## src/rtl/mem_arb_pkg.sv

```systemverilog
// Shared types and constants for the memory-bus arbiter between the
// icache fill path and the dcache path.
package mem_arb_pkg;

    typedef enum logic [1:0] {
        ARBIDLE = 2'd0,
        ARBADDR = 2'd1,
        ARBDATA = 2'd2
    } arb_state_e;

    typedef enum logic {
        OWNIC = 1'b0,
        OWNDC = 1'b1
    } owner_e;

    // Number of byte-offset address bits covered by one cache line of 64-bit beats.
    function automatic int line_lsb(input int beats);
        return $clog2(beats * 8);
    endfunction

endpackage

```

## src/rtl/mem_arb_if.sv

```systemverilog
// Requester and bus-side signal bundle of mem_arb; master is the arbiter,
// slave is the requester/bus environment.
interface mem_arb_if #(
    parameter int AW = 32
);
    logic          icreq;
    logic [AW-1:0] icaddr;
    logic          dcreq;
    logic [AW-1:0] dcaddr;
    logic          dcwr;
    logic          dcburst;
    logic [63:0]   dcwdata;
    logic          icgnt;
    logic          dcgnt;
    logic [63:0]   rdata;
    logic          icrvalid;
    logic          dcrvalid;
    logic          dcwready;
    logic          icdone;
    logic          dcdone;
    logic          icerr;
    logic          dcerr;
    logic          busreq;
    logic [AW-1:0] busaddr;
    logic          buswr;
    logic          busburst;
    logic          busack;
    logic [63:0]   buswdata;
    logic          buswvalid;
    logic          buswready;
    logic [63:0]   busrdata;
    logic          busrvalid;
    logic          buserr;

    modport master (
        input  icreq, icaddr, dcreq, dcaddr, dcwr, dcburst, dcwdata,
        input  busack, buswready, busrdata, busrvalid, buserr,
        output icgnt, dcgnt, rdata, icrvalid, dcrvalid, dcwready,
        output icdone, dcdone, icerr, dcerr,
        output busreq, busaddr, buswr, busburst, buswdata, buswvalid
    );

    modport slave (
        output icreq, icaddr, dcreq, dcaddr, dcwr, dcburst, dcwdata,
        output busack, buswready, busrdata, busrvalid, buserr,
        input  icgnt, dcgnt, rdata, icrvalid, dcrvalid, dcwready,
        input  icdone, dcdone, icerr, dcerr,
        input  busreq, busaddr, buswr, busburst, buswdata, buswvalid
    );

endinterface

```

## src/rtl/mem_arb_pick.sv

```systemverilog
// Combinational owner select for mem_arb. MEM_ARB_RR_EN selects round-robin
// on ties; otherwise the dcache always wins.
module mem_arb_pick
    import mem_arb_pkg::*;
(
    input  logic   icreq,
    input  logic   dcreq,
    input  owner_e last_owner,
    output owner_e owner
);

`ifdef MEM_ARB_RR_EN
    // Tie goes to whoever did not own the bus last.
    always_comb begin
        owner = OWNIC;
        if (icreq && dcreq) begin
            owner = (last_owner == OWNIC) ? OWNDC : OWNIC;
        end else if (dcreq) begin
            owner = OWNDC;
        end else begin
            owner = OWNIC;
        end
    end
`else
    logic unused_s;
    assign unused_s = ^{icreq, last_owner};

    // Fixed priority: dcache always wins.
    always_comb begin
        owner = OWNIC;
        if (dcreq) begin
            owner = OWNDC;
        end else begin
            owner = OWNIC;
        end
    end
`endif

endmodule

```

## src/rtl/mem_arb.sv

```systemverilog
// External memory bus arbiter: one owner per transaction, address/data beat
// sequencing and response routing. MEM_ARB_RR_EN enables round-robin ties.
module mem_arb
    import mem_arb_pkg::*;
#(
    parameter int LINEBEATS = 4,
    parameter int AW        = 32
) (
    input logic       clk,
    input logic       reset,
    mem_arb_if.master bus
);

    localparam int            CW        = $clog2(LINEBEATS) + 1;
    localparam int            LSB       = line_lsb(LINEBEATS);
    localparam logic [CW-1:0] CNT_LAST  = CW'(LINEBEATS - 1);
    localparam logic [CW-1:0] CNT_ZERO  = CW'(0);
    localparam logic [CW-1:0] CNT_ONE   = CW'(1);
    localparam logic [AW-1:0] LINE_MASK = {AW{1'b1}} << LSB;

    arb_state_e    state_r, state_s;
    logic [CW-1:0] cnt_r, cnt_s;
    logic          icgnt_r, icgnt_s;
    logic          dcgnt_r, dcgnt_s;
    logic          busreq_r, busreq_s;
    logic [AW-1:0] busaddr_r, busaddr_s;
    logic          buswr_r, buswr_s;
    logic          busburst_r, busburst_s;
    owner_e        last_r, last_s;
    owner_e        owner_s;
    logic          beat_s;
    logic          last_beat_s;
    logic          done_s;
    logic          active_s;

    mem_arb_pick u_pick (
        .icreq      (bus.icreq),
        .dcreq      (bus.dcreq),
        .last_owner (last_r),
        .owner      (owner_s)
    );

    // Next-state, grant/address capture and beat counting.
    always_comb begin
        state_s     = state_r;
        cnt_s       = cnt_r;
        icgnt_s     = icgnt_r;
        dcgnt_s     = dcgnt_r;
        busreq_s    = busreq_r;
        busaddr_s   = busaddr_r;
        buswr_s     = buswr_r;
        busburst_s  = busburst_r;
        last_s      = last_r;
        beat_s      = 1'b0;
        last_beat_s = 1'b0;
        done_s      = 1'b0;
        case (state_r)
            ARBIDLE: begin
                if (bus.icreq || bus.dcreq) begin
                    state_s  = ARBADDR;
                    busreq_s = 1'b1;
                    if (owner_s == OWNDC) begin
                        dcgnt_s    = 1'b1;
                        icgnt_s    = 1'b0;
                        busaddr_s  = bus.dcburst ? (bus.dcaddr & LINE_MASK) : bus.dcaddr;
                        buswr_s    = bus.dcwr;
                        busburst_s = bus.dcburst;
                    end else begin
                        icgnt_s    = 1'b1;
                        dcgnt_s    = 1'b0;
                        busaddr_s  = bus.icaddr & LINE_MASK;
                        buswr_s    = 1'b0;
                        busburst_s = 1'b1;
                    end
                end else begin
                    state_s = ARBIDLE;
                end
            end
            ARBADDR: begin
                // An error alongside busack cannot happen on this bus and is ignored.
                if (bus.busack) begin
                    state_s  = ARBDATA;
                    busreq_s = 1'b0;
                    cnt_s    = CNT_ZERO;
                end else begin
                    state_s = ARBADDR;
                end
            end
            ARBDATA: begin
                beat_s      = buswr_r ? bus.buswready : bus.busrvalid;
                last_beat_s = busburst_r ? (cnt_r == CNT_LAST) : (cnt_r == CNT_ZERO);
                if (beat_s && (last_beat_s || bus.buserr)) begin
                    done_s     = 1'b1;
                    state_s    = ARBIDLE;
                    cnt_s      = CNT_ZERO;
                    icgnt_s    = 1'b0;
                    dcgnt_s    = 1'b0;
                    busaddr_s  = {AW{1'b0}};
                    buswr_s    = 1'b0;
                    busburst_s = 1'b0;
                    last_s     = dcgnt_r ? OWNDC : OWNIC;
                end else if (beat_s) begin
                    cnt_s = cnt_r + CNT_ONE;
                end else begin
                    cnt_s = cnt_r;
                end
            end
            default: begin
                state_s    = ARBIDLE;
                cnt_s      = CNT_ZERO;
                icgnt_s    = 1'b0;
                dcgnt_s    = 1'b0;
                busreq_s   = 1'b0;
                busaddr_s  = {AW{1'b0}};
                buswr_s    = 1'b0;
                busburst_s = 1'b0;
            end
        endcase
    end

    // State and registered-output flops; reset aborts any transaction silently.
    always_ff @(posedge clk) begin
        if (reset) begin
            state_r    <= ARBIDLE;
            cnt_r      <= CNT_ZERO;
            icgnt_r    <= 1'b0;
            dcgnt_r    <= 1'b0;
            busreq_r   <= 1'b0;
            busaddr_r  <= {AW{1'b0}};
            buswr_r    <= 1'b0;
            busburst_r <= 1'b0;
            last_r     <= OWNIC;
        end else begin
            state_r    <= state_s;
            cnt_r      <= cnt_s;
            icgnt_r    <= icgnt_s;
            dcgnt_r    <= dcgnt_s;
            busreq_r   <= busreq_s;
            busaddr_r  <= busaddr_s;
            buswr_r    <= buswr_s;
            busburst_r <= busburst_s;
            last_r     <= last_s;
        end
    end

    // Data-phase routing follows the bus handshakes in the same cycle.
    assign active_s      = (state_r == ARBDATA) && !reset;
    assign bus.icrvalid  = active_s && !buswr_r && icgnt_r && bus.busrvalid;
    assign bus.dcrvalid  = active_s && !buswr_r && dcgnt_r && bus.busrvalid;
    assign bus.rdata     = (bus.icrvalid || bus.dcrvalid) ? bus.busrdata : 64'd0;
    assign bus.buswvalid = active_s && buswr_r;
    assign bus.dcwready  = bus.buswvalid && bus.buswready;
    assign bus.buswdata  = bus.buswvalid ? bus.dcwdata : 64'd0;
    assign bus.icdone    = active_s && done_s && icgnt_r;
    assign bus.dcdone    = active_s && done_s && dcgnt_r;
    assign bus.icerr     = bus.icdone && bus.buserr;
    assign bus.dcerr     = bus.dcdone && bus.buserr;

    assign bus.icgnt    = icgnt_r;
    assign bus.dcgnt    = dcgnt_r;
    assign bus.busreq   = busreq_r;
    assign bus.busaddr  = busaddr_r;
    assign bus.buswr    = buswr_r;
    assign bus.busburst = busburst_r;

endmodule

```

## src/flat_wrapper.sv

```systemverilog
// flat-port wrapper written by rule: the top's interface ports become plain ports
module mem_arb_flat import mem_arb_pkg::*;
#(
    parameter int LINEBEATS = 4,
    parameter int AW        = 32
)
  (clk, reset, bus_icreq, bus_icaddr, bus_dcreq, bus_dcaddr, bus_dcwr, bus_dcburst, bus_dcwdata, bus_busack, bus_buswready, bus_busrdata, bus_busrvalid, bus_buserr, bus_icgnt, bus_dcgnt, bus_rdata, bus_icrvalid, bus_dcrvalid, bus_dcwready, bus_icdone, bus_dcdone, bus_icerr, bus_dcerr, bus_busreq, bus_busaddr, bus_buswr, bus_busburst, bus_buswdata, bus_buswvalid);
  mem_arb_if #(.AW(AW)) bus_i ();
  input logic clk;
  input logic reset;
  input wire logic [$bits(bus_i.icreq)-1:0] bus_icreq;
  input wire logic [$bits(bus_i.icaddr)-1:0] bus_icaddr;
  input wire logic [$bits(bus_i.dcreq)-1:0] bus_dcreq;
  input wire logic [$bits(bus_i.dcaddr)-1:0] bus_dcaddr;
  input wire logic [$bits(bus_i.dcwr)-1:0] bus_dcwr;
  input wire logic [$bits(bus_i.dcburst)-1:0] bus_dcburst;
  input wire logic [$bits(bus_i.dcwdata)-1:0] bus_dcwdata;
  input wire logic [$bits(bus_i.busack)-1:0] bus_busack;
  input wire logic [$bits(bus_i.buswready)-1:0] bus_buswready;
  input wire logic [$bits(bus_i.busrdata)-1:0] bus_busrdata;
  input wire logic [$bits(bus_i.busrvalid)-1:0] bus_busrvalid;
  input wire logic [$bits(bus_i.buserr)-1:0] bus_buserr;
  output wire logic [$bits(bus_i.icgnt)-1:0] bus_icgnt;
  output wire logic [$bits(bus_i.dcgnt)-1:0] bus_dcgnt;
  output wire logic [$bits(bus_i.rdata)-1:0] bus_rdata;
  output wire logic [$bits(bus_i.icrvalid)-1:0] bus_icrvalid;
  output wire logic [$bits(bus_i.dcrvalid)-1:0] bus_dcrvalid;
  output wire logic [$bits(bus_i.dcwready)-1:0] bus_dcwready;
  output wire logic [$bits(bus_i.icdone)-1:0] bus_icdone;
  output wire logic [$bits(bus_i.dcdone)-1:0] bus_dcdone;
  output wire logic [$bits(bus_i.icerr)-1:0] bus_icerr;
  output wire logic [$bits(bus_i.dcerr)-1:0] bus_dcerr;
  output wire logic [$bits(bus_i.busreq)-1:0] bus_busreq;
  output wire logic [$bits(bus_i.busaddr)-1:0] bus_busaddr;
  output wire logic [$bits(bus_i.buswr)-1:0] bus_buswr;
  output wire logic [$bits(bus_i.busburst)-1:0] bus_busburst;
  output wire logic [$bits(bus_i.buswdata)-1:0] bus_buswdata;
  output wire logic [$bits(bus_i.buswvalid)-1:0] bus_buswvalid;
  assign bus_i.icreq = bus_icreq;
  assign bus_i.icaddr = bus_icaddr;
  assign bus_i.dcreq = bus_dcreq;
  assign bus_i.dcaddr = bus_dcaddr;
  assign bus_i.dcwr = bus_dcwr;
  assign bus_i.dcburst = bus_dcburst;
  assign bus_i.dcwdata = bus_dcwdata;
  assign bus_i.busack = bus_busack;
  assign bus_i.buswready = bus_buswready;
  assign bus_i.busrdata = bus_busrdata;
  assign bus_i.busrvalid = bus_busrvalid;
  assign bus_i.buserr = bus_buserr;
  assign bus_icgnt = bus_i.icgnt;
  assign bus_dcgnt = bus_i.dcgnt;
  assign bus_rdata = bus_i.rdata;
  assign bus_icrvalid = bus_i.icrvalid;
  assign bus_dcrvalid = bus_i.dcrvalid;
  assign bus_dcwready = bus_i.dcwready;
  assign bus_icdone = bus_i.icdone;
  assign bus_dcdone = bus_i.dcdone;
  assign bus_icerr = bus_i.icerr;
  assign bus_dcerr = bus_i.dcerr;
  assign bus_busreq = bus_i.busreq;
  assign bus_busaddr = bus_i.busaddr;
  assign bus_buswr = bus_i.buswr;
  assign bus_busburst = bus_i.busburst;
  assign bus_buswdata = bus_i.buswdata;
  assign bus_buswvalid = bus_i.buswvalid;
  mem_arb #(.LINEBEATS(LINEBEATS), .AW(AW)) u_core (.clk(clk), .reset(reset), .bus(bus_i));
endmodule
```

## config.mk

```make
export PLATFORM = sky130hd
export DESIGN_NAME = mem_arb_flat
export DESIGN_NICKNAME = d
export VERILOG_FILES = /design/src/rtl/mem_arb_pkg.sv /design/src/rtl/mem_arb_if.sv /design/src/rtl/mem_arb_pick.sv /design/src/rtl/mem_arb.sv /design/src/flat_wrapper.sv
export SDC_FILE = /design/constraint.sdc
export NUM_CORES = 1
export LEC_CHECK = 0
export CAP_MARGIN = 40
export CORE_AREA = 5 5 142 144
export CTS_CLUSTER_DIAMETER = 30
export DETAILED_ROUTE_END_ITERATION = 12
export DIE_AREA = 0 0 147 149
export PLACE_DENSITY = 0.56
export SYNTH_ARGS = -nofsm -noshare
export SYNTH_HDL_FRONTEND = slang
export SYNTH_SLANG_ARGS = --single-unit
export TNS_END_PERCENT = 100
```

## constraint.sdc

```tcl
create_clock -name clk -period 3.05 [get_ports clk]
set_input_delay 0.305 -clock clk [delete_from_list [all_inputs] [get_ports clk]]
set_output_delay 0.305 -clock clk [all_outputs]
set_load 0.01 [all_outputs]
```

; ---- Yosys cells after proc, flatten, opt, wreduce, memory -nomap -nowiden
; Index checks and enable logic that the tools add are counted.
[totals]
ff_bits = 42
inputBits = 202
output_inout_bits = 173
wordCells = 79
[classes]
muxes = 36
reduce_logical = 24
n_bitwise = 3
eq_ne = 7
addsub = 1
[ops]
columns = operator, n
row1 = $mux W64, 2
row2 = $mux W32, 3
row3 = $pmux W32 S3, 1
row4 = $mux W1, 17
row5 = $pmux W1 S3, 5
row6 = $logic_and A1 B1 Y1, 14
row7 = $mux W3, 3
row8 = $pmux W3 S3, 1
row9 = $reduce_and A3 Y1, 3
row10 = $pmux W2 S3, 1
row11 = $mux W5, 1
row12 = $mux W2, 2
row13 = $ne A2 B1 Y1 const B, 2
row14 = $add A3 B1 Y3 const B, 1
row15 = $eq A3 B2 Y1 const B, 1
row16 = $logic_not A3 Y1, 1
row17 = $logic_or A1 B1 Y1, 3
row18 = $ne A3 B1 Y1 const B, 1
row19 = $not A1 Y1, 3
row20 = $eq A2 B1 Y1 const B, 1
row21 = $eq A2 B2 Y1 const B, 1
row22 = $logic_not A1 Y1, 2
row23 = $logic_not A2 Y1, 1
row24 = $ne A2 B2 Y1 const B, 1

; ---- Longest topological paths before layout
[depth]
ltp_word = 9
ltp_mapped = 7
mapped_depth_nobuf = 6

; ---- Cells and area by module
; A second synthesis with hierarchy kept.
[unflattened]
cells_unflattened = 321
hier_area_um2 = 2900.3
[modules_own_cells]
columns = mod, area_per_inst_um2, instances, cells_per_inst
row1 = mem_arb, 2892.8, 1, 320
row2 = mem_arb_pick, 7.5, 1, 1

; ---- Least setup slack after synthesis
; OpenSTA, ideal clock, no wires.
[synth_timing]
path_kind = flip-flop to flip-flop
startpoint = register u_core.cnt_r[0]
endpoint = register u_core.busaddr_r[21], in the netlist u_core.bus.busaddr[21]
setup_ns = 0.089
arrival_time_ns = 1.634
synth_period_minus_slack_ns = 1.722
required_time_ns = 2.961
path_slack_ns = 1.328
path_buffers = 1
stages_incl_launch_ff = 8
path_cell_list = dfxtp_1 ha_1 ha_1 a211o_1 o22ai_2 a21oi_4 buf_6 o32ai_2
[synth_between]
elab_chain_cells = 6
elab_cells_between_ends = 7
[synth_lines]
columns = item, line_no
row1 = "start, declared", mem_arb.sv:22  ; logic [CW-1:0] cnt_r, cnt_s;
row2 = "start signal, assigned", mem_arb.sv:135  ; cnt_r <= cnt_s;
row3 = $eq A3 B2 Y1 or $logic_not A3 Y1 (tied branches), mem_arb.sv:91  ; last_beat_s = busburst_r ? (cnt_r == CNT_LAST) : (cnt_r == CNT_ZERO);
row4 = $mux W1 (*), mem_arb.sv:91
row5 = $logic_or A1 B1 Y1 (*), mem_arb.sv:92  ; if (beat_s && (last_beat_s || bus.buserr)) begin
row6 = $logic_and A1 B1 Y1 (*), mem_arb.sv:92
row7 = $ne A2 B1 Y1 (no line) (*), -
row8 = $reduce_and A3 Y1 (no line) (*), -
row9 = "end signal, assigned", mem_arb.sv:129  ; busaddr_r <= {AW{1'b0}};
row10 = "end signal, assigned", mem_arb.sv:139  ; busaddr_r <= busaddr_s;
row11 = "end, declared", mem_arb.sv:26  ; logic [AW-1:0] busaddr_r, busaddr_s;
; Mark *: on every way between the ends. The rest lies on a longest branch, timed or not.
; A chain may end at the register's enable or synchronous reset.

; ---- Worst setup path after layout
[layout_timing]
startpoint = register u_core.state_r[0]
endpoint = output bus_rdata[48]
[layout_between]
elab_chain_cells = 7
elab_cells_between_ends = 9
[layout_lines]
columns = item, line_no
row1 = "start, declared", mem_arb.sv:21  ; arb_state_e state_r, state_s;
row2 = "start signal, assigned", mem_arb.sv:134  ; state_r <= state_s;
row3 = $eq A2 B2 Y1 (*), mem_arb.sv:147  ; assign active_s = (state_r == ARBDATA) && !reset;
row4 = $logic_and A1 B1 Y1 (*), mem_arb.sv:147
row5 = $logic_and A1 B1 Y1 (*), "mem_arb.sv:148, mem_arb.sv:149"
row6 = $logic_and A1 B1 Y1 (on tied branches) (2 in a row), "mem_arb.sv:148, mem_arb.sv:149"
row7 = $logic_or A1 B1 Y1 (*), mem_arb.sv:150  ; assign bus.rdata = (bus.icrvalid || bus.dcrvalid) ? bus.busrdata : 64'd0;
row8 = $mux W64 (*), mem_arb.sv:150
row9 = "end, declared", flat_wrapper.sv:25  ; output wire logic [$bits(bus_i.rdata)-1:0] bus_rdata;
; Marks and branches as above.

==> results.py <==
metrics = {
    "run_status": {
        "status": "complete, no violations",
    },
    "cts": {
        "path_clk_slew_ns": 0.06,
        "cts_sinks": 42,
        "tritoncts": "yes",
        "ctsHtreeMaxLevel": 2,
        "hold_buffers": 0,
        "cts_max_path_buffers": 2,
        "postCtsSetupBuffers": 0,
        "clkLatencyLatePin_ns": 0.28,
        "cts_buffers": 5,
        "ctsRootBufferMaster": "clkbuf_16",
    },
    "grt": {
        "gr-max-usage-layer": "met2",
        "grt_pass1_vias": 3945,
        "grt_pass1_wl_um": 24300,
        "antenna_found_initial": 2,
        "grt_overflow": 0,
        "met1_usage_pct": 15.5,
        "use_met3_pct": 4.04,
        "grt_usage_pct": 14.1,
        "grt_max_degree": 67,
        "use_met2_pct": 27.0,
    },
    "pwr": {
        "leakage_nw": 2.70,
        "p_sw_mw": 0.481,
        "seq_power_share_pct": 35.7,
        "p_per_area_nw_per_um2": 246,
        "netSwitchingFraction_pct": 27.2,
        "vdd_ir_drop_max_mv": 0.182,
        "internal_power_mw": 1.29,
        "clock_power_share_pct": 29.6,
        "combPwrFrac_pct": 34.7,
    },
    "floorplan": {
        "row_count": 50,
        "core_sq_um": 18600,
        "ios": 375,
        "die_area_sq_um": 21900,
        "die_x_um": 147,
        "initial_core_util_pct": 17.0,
        "die_y_um": 149,
    },
    "sta": {
        "slew_headroom_pct": 60.9,
        "timing.hold.ws_ns": 0.370,
        "slew_violations": 0,
        "hold_viol_final": 0,
        "worst_pin_slew_ns": 0.587,
        "setup_tns_ns": 0,
        "fin_crit_ns": 2.79,
        "finClkSkew_ns": 0.00588,
        "rsz0062_at_grt": "no",
        "period_share_pct": 91.4,
        "final-setup-viol-count": 0,
        "max_freq_mhz": 359,
    },
    "synth": {
        "netlist_area_sq_um": 3150,
        "ys_seq_area_share_pct": 26.7,
        "ys_seq_elements": 42,
        "yosys.area_share.simple_pct": 33.0,
        "synthMuxAreaShare_pct": 9.37,
        "yosysUniqueCellTypes": 35,
        "synth_xor_xnor_area_share_pct": 0,
        "syn_nets": 566,
        "synth_top_family_by_area": "simple AND/OR/NAND/NOR gates",
        "avgSynthCellArea_sq_um": 8.73,
        "yosys.area_share.adder_pct": 1.19,
        "synth_compound_area_share_pct": 20.6,
        "synth_cells": 361,
        "ys.flop_type": "dfxtp_1",
        "synth-warning-count": 0,
        "synth_edf_count": 0,
        "async_flop_share_pct": 0,
    },
    "detailed_routing": {
        "drt_iter0_drc": 129,
        "vias_per_cell": 4.07,
        "dr.pass1.iters": 4,
        "ant_nets": 0,
        "drc_errors": 0,
        "finalWirelength_um": 16900,
        "num_vias": 3871,
        "routedWlPerCell_um": 17.7,
    },
    "flow_run": {
        "maxCapViolations": 0,
    },
    "critical_path": {
        "startpoint": "u_core.state_r[0]",
        "critPathKind": "reg2out",
        "crit_arrival_ns": 2.48,
        "end_kind": "output port",
        "path_cells": "nor2_4, nand2_1, nor4b_4, buf_6, and2_1, clkdlybuf4s50_1",
        "cp_top_family": "buffers and inverters",
        "worstPathRequired_ns": 2.74,
        "crit_path_max_fanout": 64,
        "worst-path-buf-inv": 2,
        "worstSetupStartpointType": "flip-flop",
        "r2r-start": "u_core.cnt_r[0]",
        "slowest_stage": "clkdlybuf4s50_1",
        "cpPeakStageDelay_ns": 0.55,
    },
    "placed_design": {
        "placedCellCount": 942,
        "gp_congestion": 0.854,
        "portBuffers": 369,
        "place_hpwl_um": 14500,
    },
    "worst_hold_path": {
        "hold_path_class": "in2reg",
        "min-delay-start": "reset",
    },
    "layout": {
        "nNetsFinal": 920,
        "layout_commonest_cell": "clkdlybuf4s50_1",
        "instances_no_fill": 952,
        "drive_gt1_share_pct": 7.82,
        "syn_to_final_growth_pct": 128,
        "final_cell_mix": "clkdlybuf4s50_1 (367), and2_1 (131), dfxtp_1 (42), inv_1 (35), mux2i_1 (28)",
    },
}
cell type report:
cell class / count / area [sq um]
well taps: 234 / 293
diodes: 2 / 5.00
fillers: 1891 / 11400
clock inverters: 2 / 13.8
flip-flops and latches: 42 / 841
multi-input cells: 255 / 2030
clock buffers: 6 / 129
inverters: 35 / 131
repair buffers: 376 / 3740
power groups by stage:
stage	logic, mW	clock network (mW)	registers, mW
2_1_floorplan	0.218	0	0.655
3_5_place_dp	0.623	0	0.644
3_3_place_gp	0.619	0	0.642
6_report	0.615	0.524	0.632
5_1_grt	0.658	0.577	0.640
4_1_cts	0.626	0.554	0.632
cells in the mapped netlist (2+ instances only):
library cell    n  area [sq um]
o21ai_0         3          15.0
ha_1            3          37.5
nand2_1         8          30.0
clkbuf_1       16          60.1
dfxtp_1        42           841
mux2i_1        28           280
nor2_1          9          33.8
buf_2           8          40.0
o32ai_1         5          43.8
nor3b_1         2          15.0
and2_1        131           820
o21ai_2         6          52.6
and3_1          5          31.3
a211o_1         2          17.5
o32ai_2        24           390
inv_1          35           131
a21oi_1         6          30.0
buf_6           5          56.3
nand2b_1        7          43.8
routing by layer:
layer | wire length [um] | vias to the layer above
met4 | 147 | 0
met1 | 6230 | 1781
met3 | 1210 | 13
li1 | - | 1904
met5 | 0 | -
met2 | 9290 | 173
metrics by stage:
stage | setup slack, ns | total power [mW] | utilization (%) | cell area (sq um)
detailed placement | 0.484 | 1.27 | 37.8 | 7030
finish | 0.262 | 1.77 | 38.7 | 7180
floorplan | 1.33 | 0.874 | - | 3150
global placement | 0.550 | 1.26 | 37.8 | 7030
global route | 0.109 | 1.88 | 38.6 | 7180
CTS | 0.170 | 1.81 | 38.6 | 7170
logic make-up after synthesis:
| logic type | after synthesis |
|---|---|
| simple gates | 168 |
| buf+inv | 64 |
| compound gates | 55 |
| flops | 42 |
| mux | 29 |
| fa+ha+maj | 3 |
sequential cells by signal (all words and copies together) (netlist names):
signal               count
u_core.cnt_r             3
u_core.bus.icgnt         1
u_core.bus.busaddr      32
u_core.bus.dcgnt         1
u_core.state_r           2
u_core.bus.buswr         1
u_core.bus.busburst      1
u_core.bus.busreq        1
what timing repair did:
| item | 4_1_cts | 5_1_grt |
|---|---|---|
| gates resized for setup | 0 | 1 |
| hold endpoints to repair | 0 | 0 |
| endpoints found under the setup margin | 0 | 2 |
tightest hold or removal path, cell delays in order:
cell and delay [ns]:
buf_2 0.11, nor2_4 0.04, o2111ai_1 0.07, o21ai_0 0.07
worst paths after layout:
path,slack [ns],end,cells after the start
worst max-delay path,0.26,bus_rdata[48],6
worst min-delay path,0.37,u_core.bus.icgnt,4
worst max register to register,1.04,u_core.bus.busaddr[30],7
worst min register to register,0.47,u_core.bus.busaddr[27],2
(Power assumes the default switching activity.)
